[src/rtl/mem_load_unit.sv]
// Load unit for the RV64I data-memory read path. Issues word reads to the
// 1-cycle-latency BRAM, tracks each in-flight load, and extracts and extends
// the selected byte, half, word or double, or reports a misaligned/illegal load.
//
// Ports:
//   clk, rst_n          clock and asynchronous active-low reset
//   re, addr, func3     load request from the MEM stage
//   stall, flush        pipeline hold and cancel
//   mem_rdata           BRAM read data, valid the cycle after mem_en
//   mem_en, mem_addr    BRAM read enable and word address (combinational)
//   load_data           extended load result (0 for faulting loads)
//   load_valid          result pulse
//   misaligned, illegal fault qualifiers, valid with load_valid
module mem_load_unit #(
    parameter int ADDR_LSB = 3,
    parameter int MEM_AW   = 13,
    parameter bit OUT_REG  = 1'b1
) (
    input  logic              clk,
    input  logic              rst_n,
    input  logic              re,
    input  logic [63:0]       addr,
    input  logic [2:0]        func3,
    input  logic              stall,
    input  logic              flush,
    input  logic [63:0]       mem_rdata,
    output logic              mem_en,
    output logic [MEM_AW-1:0] mem_addr,
    output logic [63:0]       load_data,
    output logic              load_valid,
    output logic              misaligned,
    output logic              illegal
);

    // ---------------- request decode ----------------
    logic accept;
    logic req_ill;
    logic req_mis_raw;
    logic req_mis;

    assign accept  = re & ~stall & ~flush;
    assign req_ill = &func3;

    always_comb begin
        req_mis_raw = 1'b0;
        unique case (func3[1:0])
            2'b00:   req_mis_raw = 1'b0;
            2'b01:   req_mis_raw = addr[0];
            2'b10:   req_mis_raw = |addr[1:0];
            default: req_mis_raw = |addr[2:0];
        endcase
    end

    // An illegal func3 is reported as illegal only, never as misaligned.
    assign req_mis  = req_mis_raw & ~req_ill;

    // Faulting loads never touch memory.
    assign mem_en   = accept & ~req_mis & ~req_ill;
    assign mem_addr = addr[ADDR_LSB+MEM_AW-1:ADDR_LSB];

    logic unused_addr_hi;
    assign unused_addr_hi = ^addr[63:ADDR_LSB+MEM_AW];

    // ---------------- stage-1 tag ----------------
    logic                t_valid_q, t_valid_d;
    logic [2:0]          t_f3_q, t_f3_d;
    logic [ADDR_LSB-1:0] t_off_q, t_off_d;
    logic                t_mis_q, t_mis_d;
    logic                t_ill_q, t_ill_d;

    always_comb begin
        t_valid_d = t_valid_q;
        t_f3_d    = t_f3_q;
        t_off_d   = t_off_q;
        t_mis_d   = t_mis_q;
        t_ill_d   = t_ill_q;
        if (flush) begin
            t_valid_d = 1'b0;
        end else if (!stall) begin
            t_valid_d = accept;
            if (accept) begin
                t_f3_d  = func3;
                t_off_d = addr[ADDR_LSB-1:0];
                t_mis_d = req_mis;
                t_ill_d = req_ill;
            end
        end
    end

    always_ff @(posedge clk or negedge rst_n) begin
        if (!rst_n) begin
            t_valid_q <= 1'b0;
            t_f3_q    <= '0;
            t_off_q   <= '0;
            t_mis_q   <= 1'b0;
            t_ill_q   <= 1'b0;
        end else begin
            t_valid_q <= t_valid_d;
            t_f3_q    <= t_f3_d;
            t_off_q   <= t_off_d;
            t_mis_q   <= t_mis_d;
            t_ill_q   <= t_ill_d;
        end
    end

    // ---------------- extraction ----------------
    logic [63:0] shifted;
    logic [63:0] ext;
    logic        sx;

    // Byte offset moves the addressed byte down to lane 0.
    assign shifted = mem_rdata >> {t_off_q, 3'b000};
    assign sx      = ~t_f3_q[2];

    always_comb begin
        ext = shifted;
        unique case (t_f3_q[1:0])
            2'b00:   ext = {{56{sx & shifted[7]}}, shifted[7:0]};
            2'b01:   ext = {{48{sx & shifted[15]}}, shifted[15:0]};
            2'b10:   ext = {{32{sx & shifted[31]}}, shifted[31:0]};
            default: ext = shifted;
        endcase
    end

    logic [63:0] res_data;
    logic        res_mis;
    logic        res_ill;

    assign res_mis  = t_valid_q & t_mis_q;
    assign res_ill  = t_valid_q & t_ill_q;
    assign res_data = (t_mis_q | t_ill_q) ? 64'd0 : ext;

    // ---------------- result stage ----------------
    if (OUT_REG) begin : g_out_reg
        logic        o_valid_q, o_valid_d;
        logic [63:0] o_data_q, o_data_d;
        logic        o_mis_q, o_mis_d;
        logic        o_ill_q, o_ill_d;

        always_comb begin
            o_valid_d = o_valid_q;
            o_data_d  = o_data_q;
            o_mis_d   = o_mis_q;
            o_ill_d   = o_ill_q;
            if (flush) begin
                o_valid_d = 1'b0;
                o_mis_d   = 1'b0;
                o_ill_d   = 1'b0;
            end else if (!stall) begin
                o_valid_d = t_valid_q;
                o_mis_d   = res_mis;
                o_ill_d   = res_ill;
                // Data is sticky until the next reported load.
                if (t_valid_q) begin
                    o_data_d = res_data;
                end
            end
        end

        always_ff @(posedge clk or negedge rst_n) begin
            if (!rst_n) begin
                o_valid_q <= 1'b0;
                o_data_q  <= '0;
                o_mis_q   <= 1'b0;
                o_ill_q   <= 1'b0;
            end else begin
                o_valid_q <= o_valid_d;
                o_data_q  <= o_data_d;
                o_mis_q   <= o_mis_d;
                o_ill_q   <= o_ill_d;
            end
        end

        assign load_valid = o_valid_q;
        assign load_data  = o_data_q;
        assign misaligned = o_mis_q;
        assign illegal    = o_ill_q;
    end else begin : g_out_comb
        logic vis;

        // A flush in the reporting cycle still cancels the load.
        assign vis        = t_valid_q & ~flush;
        assign load_valid = vis;
        assign load_data  = vis ? res_data : 64'd0;
        assign misaligned = vis & res_mis;
        assign illegal    = vis & res_ill;
    end

endmodule

[config.mk]
export PLATFORM = sky130hd
export DESIGN_NAME = mem_load_unit
export DESIGN_NICKNAME = d
export VERILOG_FILES = /design/src/rtl/mem_load_unit.sv
export SDC_FILE = /design/constraint.sdc
export NUM_CORES = 1
export LEC_CHECK = 0
export CAP_MARGIN = 40
export CORE_ASPECT_RATIO = 1.4
export CORE_MARGIN = 3
export CORE_UTILIZATION = 25
export CTS_CLUSTER_DIAMETER = 30
export DETAILED_ROUTE_END_ITERATION = 10
export GPL_TIMING_DRIVEN = 0
export HOLD_SLACK_MARGIN = 0.12
export PLACE_DENSITY_LB_ADDON = 0.05
export SYNTH_ARGS = -nofsm -noshare
export SYNTH_HDL_FRONTEND = slang
export SYNTH_SLANG_ARGS = --single-unit
[constraint.sdc]
create_clock -name clk -period 5.62 [get_ports clk]
set_clock_uncertainty 0.05 [all_clocks]
set_input_delay 0.843 -clock clk [delete_from_list [all_inputs] [get_ports clk]]
set_output_delay 0.843 -clock clk [all_outputs]
set_load 0.005 [all_outputs]
==> flow_summary.json, run 1 <==
{
  "floorplan.die.height_um": 174.2,
  "p_total_mw": 2.464,
  "pwr_density_cell_nw_per_um2": 340.3,
  "core_area_um2": 19520,
  "hpwl_after_detailed_placement_um": 18280,
  "syn-mean-instance-area_um2": 9.589,
  "regToRegSetupSlack_ns": 2.86,
  "outcome": "finished clean",
  "max_slew.worst_pin.slew_ns": 0.7703,
  "clk_pin_slew_ns": 0.06,
  "insertion_delay_ns": 0.34,
  "post-route-min-period_ns": 3.740,
  "most_common_cell_after_layout_fill_and_taps_aside": "sky130_fd_sc_hd__clkdlybuf4s50_1",
  "n_antenna_cell": 0,
  "cts_made_buffers": 9,
  "gp_routability_congestion": 0.8826,
  "setup_bufs_post_cts": 0,
  "start_kind": "input port",
  "sequential_element_share_of_the_synthesized_area_pct": 37.63,
  "fp-row-count": 60,
  "finish.net_count": 829,
  "pre_cts_ws_ns": 1.821,
  "r2r-start": "t_off_q[0]",
  "overflow": 0,
  "worst_hold_path_type": "in -> async",
  "fin_ws_ns": 1.880,
  "cts.sinks": 76,
  "netlist.top_cell.by_area": "sky130_fd_sc_hd__dfrtp_1",
  "via_count_of_the_first_global_routing_pass": 5242,
  "layout.core_utilization_pct": 37.09,
  "route.final.wire_length_um": 22700,
  "first_pass_grt_wire_length_um": 33730,
  "cts_buffer_depth": 2,
  "report.final.hold_viol_count": 0,
  "cp_data_required_time_ns": 4.73,
  "synthTopCellsByArea": "sky130_fd_sc_hd__dfrtp_1, sky130_fd_sc_hd__nand2_1, sky130_fd_sc_hd__mux2i_1",
  "io_buffer_count": 154,
  "die_w_um": 126.2,
  "top_level_ports": 217,
  "max_freq_ghz": 0.2674,
  "cp_max_fo": 10,
  "rsz0062_at_grt": "no",
  "cts_tree": "built",
  "cap_viol_max_count": 0,
  "proportion_of_netlist_area_held_by_the_largest_area_contributor_pct": 37.63,
  "syn_inst": 527,
  "clock_tree.htree_level_count": 3,
  "dr.pass1.iters": 4,
  "final-max-slew-violation-count": 0,
  "arrival_ns": 2.85,
  "most_used_cells_in_the_layout_excluding_fill_and_tap_cells": "sky130_fd_sc_hd__clkdlybuf4s50_1, sky130_fd_sc_hd__nand2_1, sky130_fd_sc_hd__dfrtp_1, sky130_fd_sc_hd__mux2i_1, sky130_fd_sc_hd__a21oi_1",
  "die_area_um2": 21980,
  "end_kind": "output port",
  "reg2reg_to": "load_data[22]",
  "timing.final.setup_violations": 0,
  "floorplan.initialDensity_pct": 25.89,
  "resized_after_cts": 0,
  "fin_tns_setup_ns": 0,
  "detailedRoute.firstIterationViolations": 241,
  "syn_area_um2": 5054,
  "area_growth_pct": 43.25,
  "post_synth_num_cell_types": 51,
  "detail-route-antenna-nets": 0,
  "global_route.usage.total_pct": 20.64,
  "vdd_ir_drop_max_mv": 0.1753,
  "ys_ff_latch": 76,
  "wire_per_inst_um": 24.02,
  "via_per_inst": 5.166,
  "clock-root-buffer": "sky130_fd_sc_hd__clkbuf_16",
  "synth_warnings": 0,
  "cp_class": "in -> out",
  "grt_start_max_net_pins": 42,
  "vias": 4882,
  "tightest_slew_margin_relative_to_the_limit_pct": 48.46,
  "number_of_antenna_violations_at_the_first_check_in_global_routing": 0,
  "layout-drive-gt1-share_pct": 17.22,
  "postSynthNetCount": 663,
  "drc": 0,
  "cts_hold_repair.buffers": 0,
  "placement.cell_area_um2": 6923,
  "r2r_depth": 7,
  "post-route-period-util_pct": 66.54,
  "postLayoutCellArea_um2": 7239,
  "leakagePower_nw": 2.955
}
==> stage by stage <==
stage	cells	hold WS (ns)
floorplan	527	0.4226
global placement	929	0.4195
detailed placement	930	0.4193
CTS	945	0.4130
global route	945	0.4341
finish	945	0.3987
==> synth_stat cells (all sizes together) <==
cell     instances
nand3b           2
and3             8
nor2b            2
nand2b           4
a31oi            9
nand4            1
and2             7
a211oi           3
o31ai           16
a221oi           1
o2bb2ai         12
clkbuf          26
nor3             2
a32o             1
o221ai          15
a22o             2
o22ai            9
or3              2
inv              3
buf             33
nor4b            1
a222oi           1
or2              3
a21o             2
nor2            32
nand2           89
mux2            21
a21oi           33
dfrtp           76
mux4            14
o211ai           1
and4             1
nand3            2
and2b            3
o21ai           46
a311oi           2
a2bb2oi          1
o41ai            1
mux2i           33
a22oi            7
==> critical path, cell delays in order <==
cell                              delay (ns)
sky130_fd_sc_hd__clkdlybuf4s50_1        0.52
sky130_fd_sc_hd__nor2_1                 0.32
sky130_fd_sc_hd__clkbuf_1               0.35
sky130_fd_sc_hd__nand3_1                0.13
sky130_fd_sc_hd__a31oi_1                0.15
sky130_fd_sc_hd__clkdlybuf4s50_1        0.53
==> area by class of cell <==
type	count	area, µm²
fillers	2026	12280
multi-input cells	389	2826
flip-flops and latches	76	1902
repair buffers	155	1559
plain buffers	59	314.1
well taps	248	310.3
clock buffers	11	242.7
clock inverters	4	73.82
inverters	3	11.26
==> worst max path at each step <==
| stage | from | end | slack [ns] | cells after the start |
|---|---|---|---|---|
| after floorplan | stall | mem_en | 2.82 | 6 |
| after global placement | rst_n | load_data[11] | 0.83 | 1 |
| after detailed placement | flush | mem_en | 1.82 | 6 |
| after CTS | flush | mem_en | 1.83 | 6 |
| after global routing | flush | mem_en | 1.65 | 6 |
| final | flush | mem_en | 1.88 | 6 |
==> registers in the layout (all words and copies together), names as in the netlist <==
register and count:
illegal 1, load_data 64, load_valid 1, misaligned 1
t_f3_q 3, t_ill_q 1, t_mis_q 1, t_off_q 3
t_valid_q 1
==> report_power, final <==
| group | switching (mW) | internal (mW) | total [mW] |
|---|---|---|---|
| Clock | 0.236 | 0.399 | 0.635 |
| Sequential | 0.0811 | 0.667 | 0.748 |
| Combinational | 0.559 | 0.522 | 1.08 |
| Total | 0.877 | 1.59 | 2.46 |
==> kinds of logic after synthesis <==
group | count (synthesis) | synth area share, %
flip-flops | 76 | 37.63
AO/OA/AOI/OAI | 162 | 24.26
buffers and inverters | 62 | 6.437
multiplexers | 68 | 17.45
AND/OR/NAND/NOR | 159 | 14.21
==> routing by layer <==
layer,wire [µm],GRT usage [%],share of wire [%],up-vias
li1,-,-,-,2255
met1,8741,23.92,39,2405
met2,11920,37.08,53,185
met3,1107,3.627,4.9,37
met4,924,8.676,4.1,0
met5,0,0,0,-
No activity file was read; power rests on OpenSTA's default activity.
==> inputs of run 2 (changes only) <==
Clock period 5.62 ns to 3.72 ns, I/O delays scaled along.
==> results of run 2 <==
Same layout as run 1 (identical final DEF). Status: finished clean.
Main changes from that run: setup slack after placement 1.821 ns -> 0.4913 ns; setup slack after layout 1.880 ns -> 0.5503 ns; hold slack 0.3987 ns -> 0.1137 ns; register-to-register setup slack 2.86 ns -> 0.96 ns; total power 2.464 mW -> 3.722 mW; worst IR drop on VDD 0.1753 mV -> 0.2649 mV
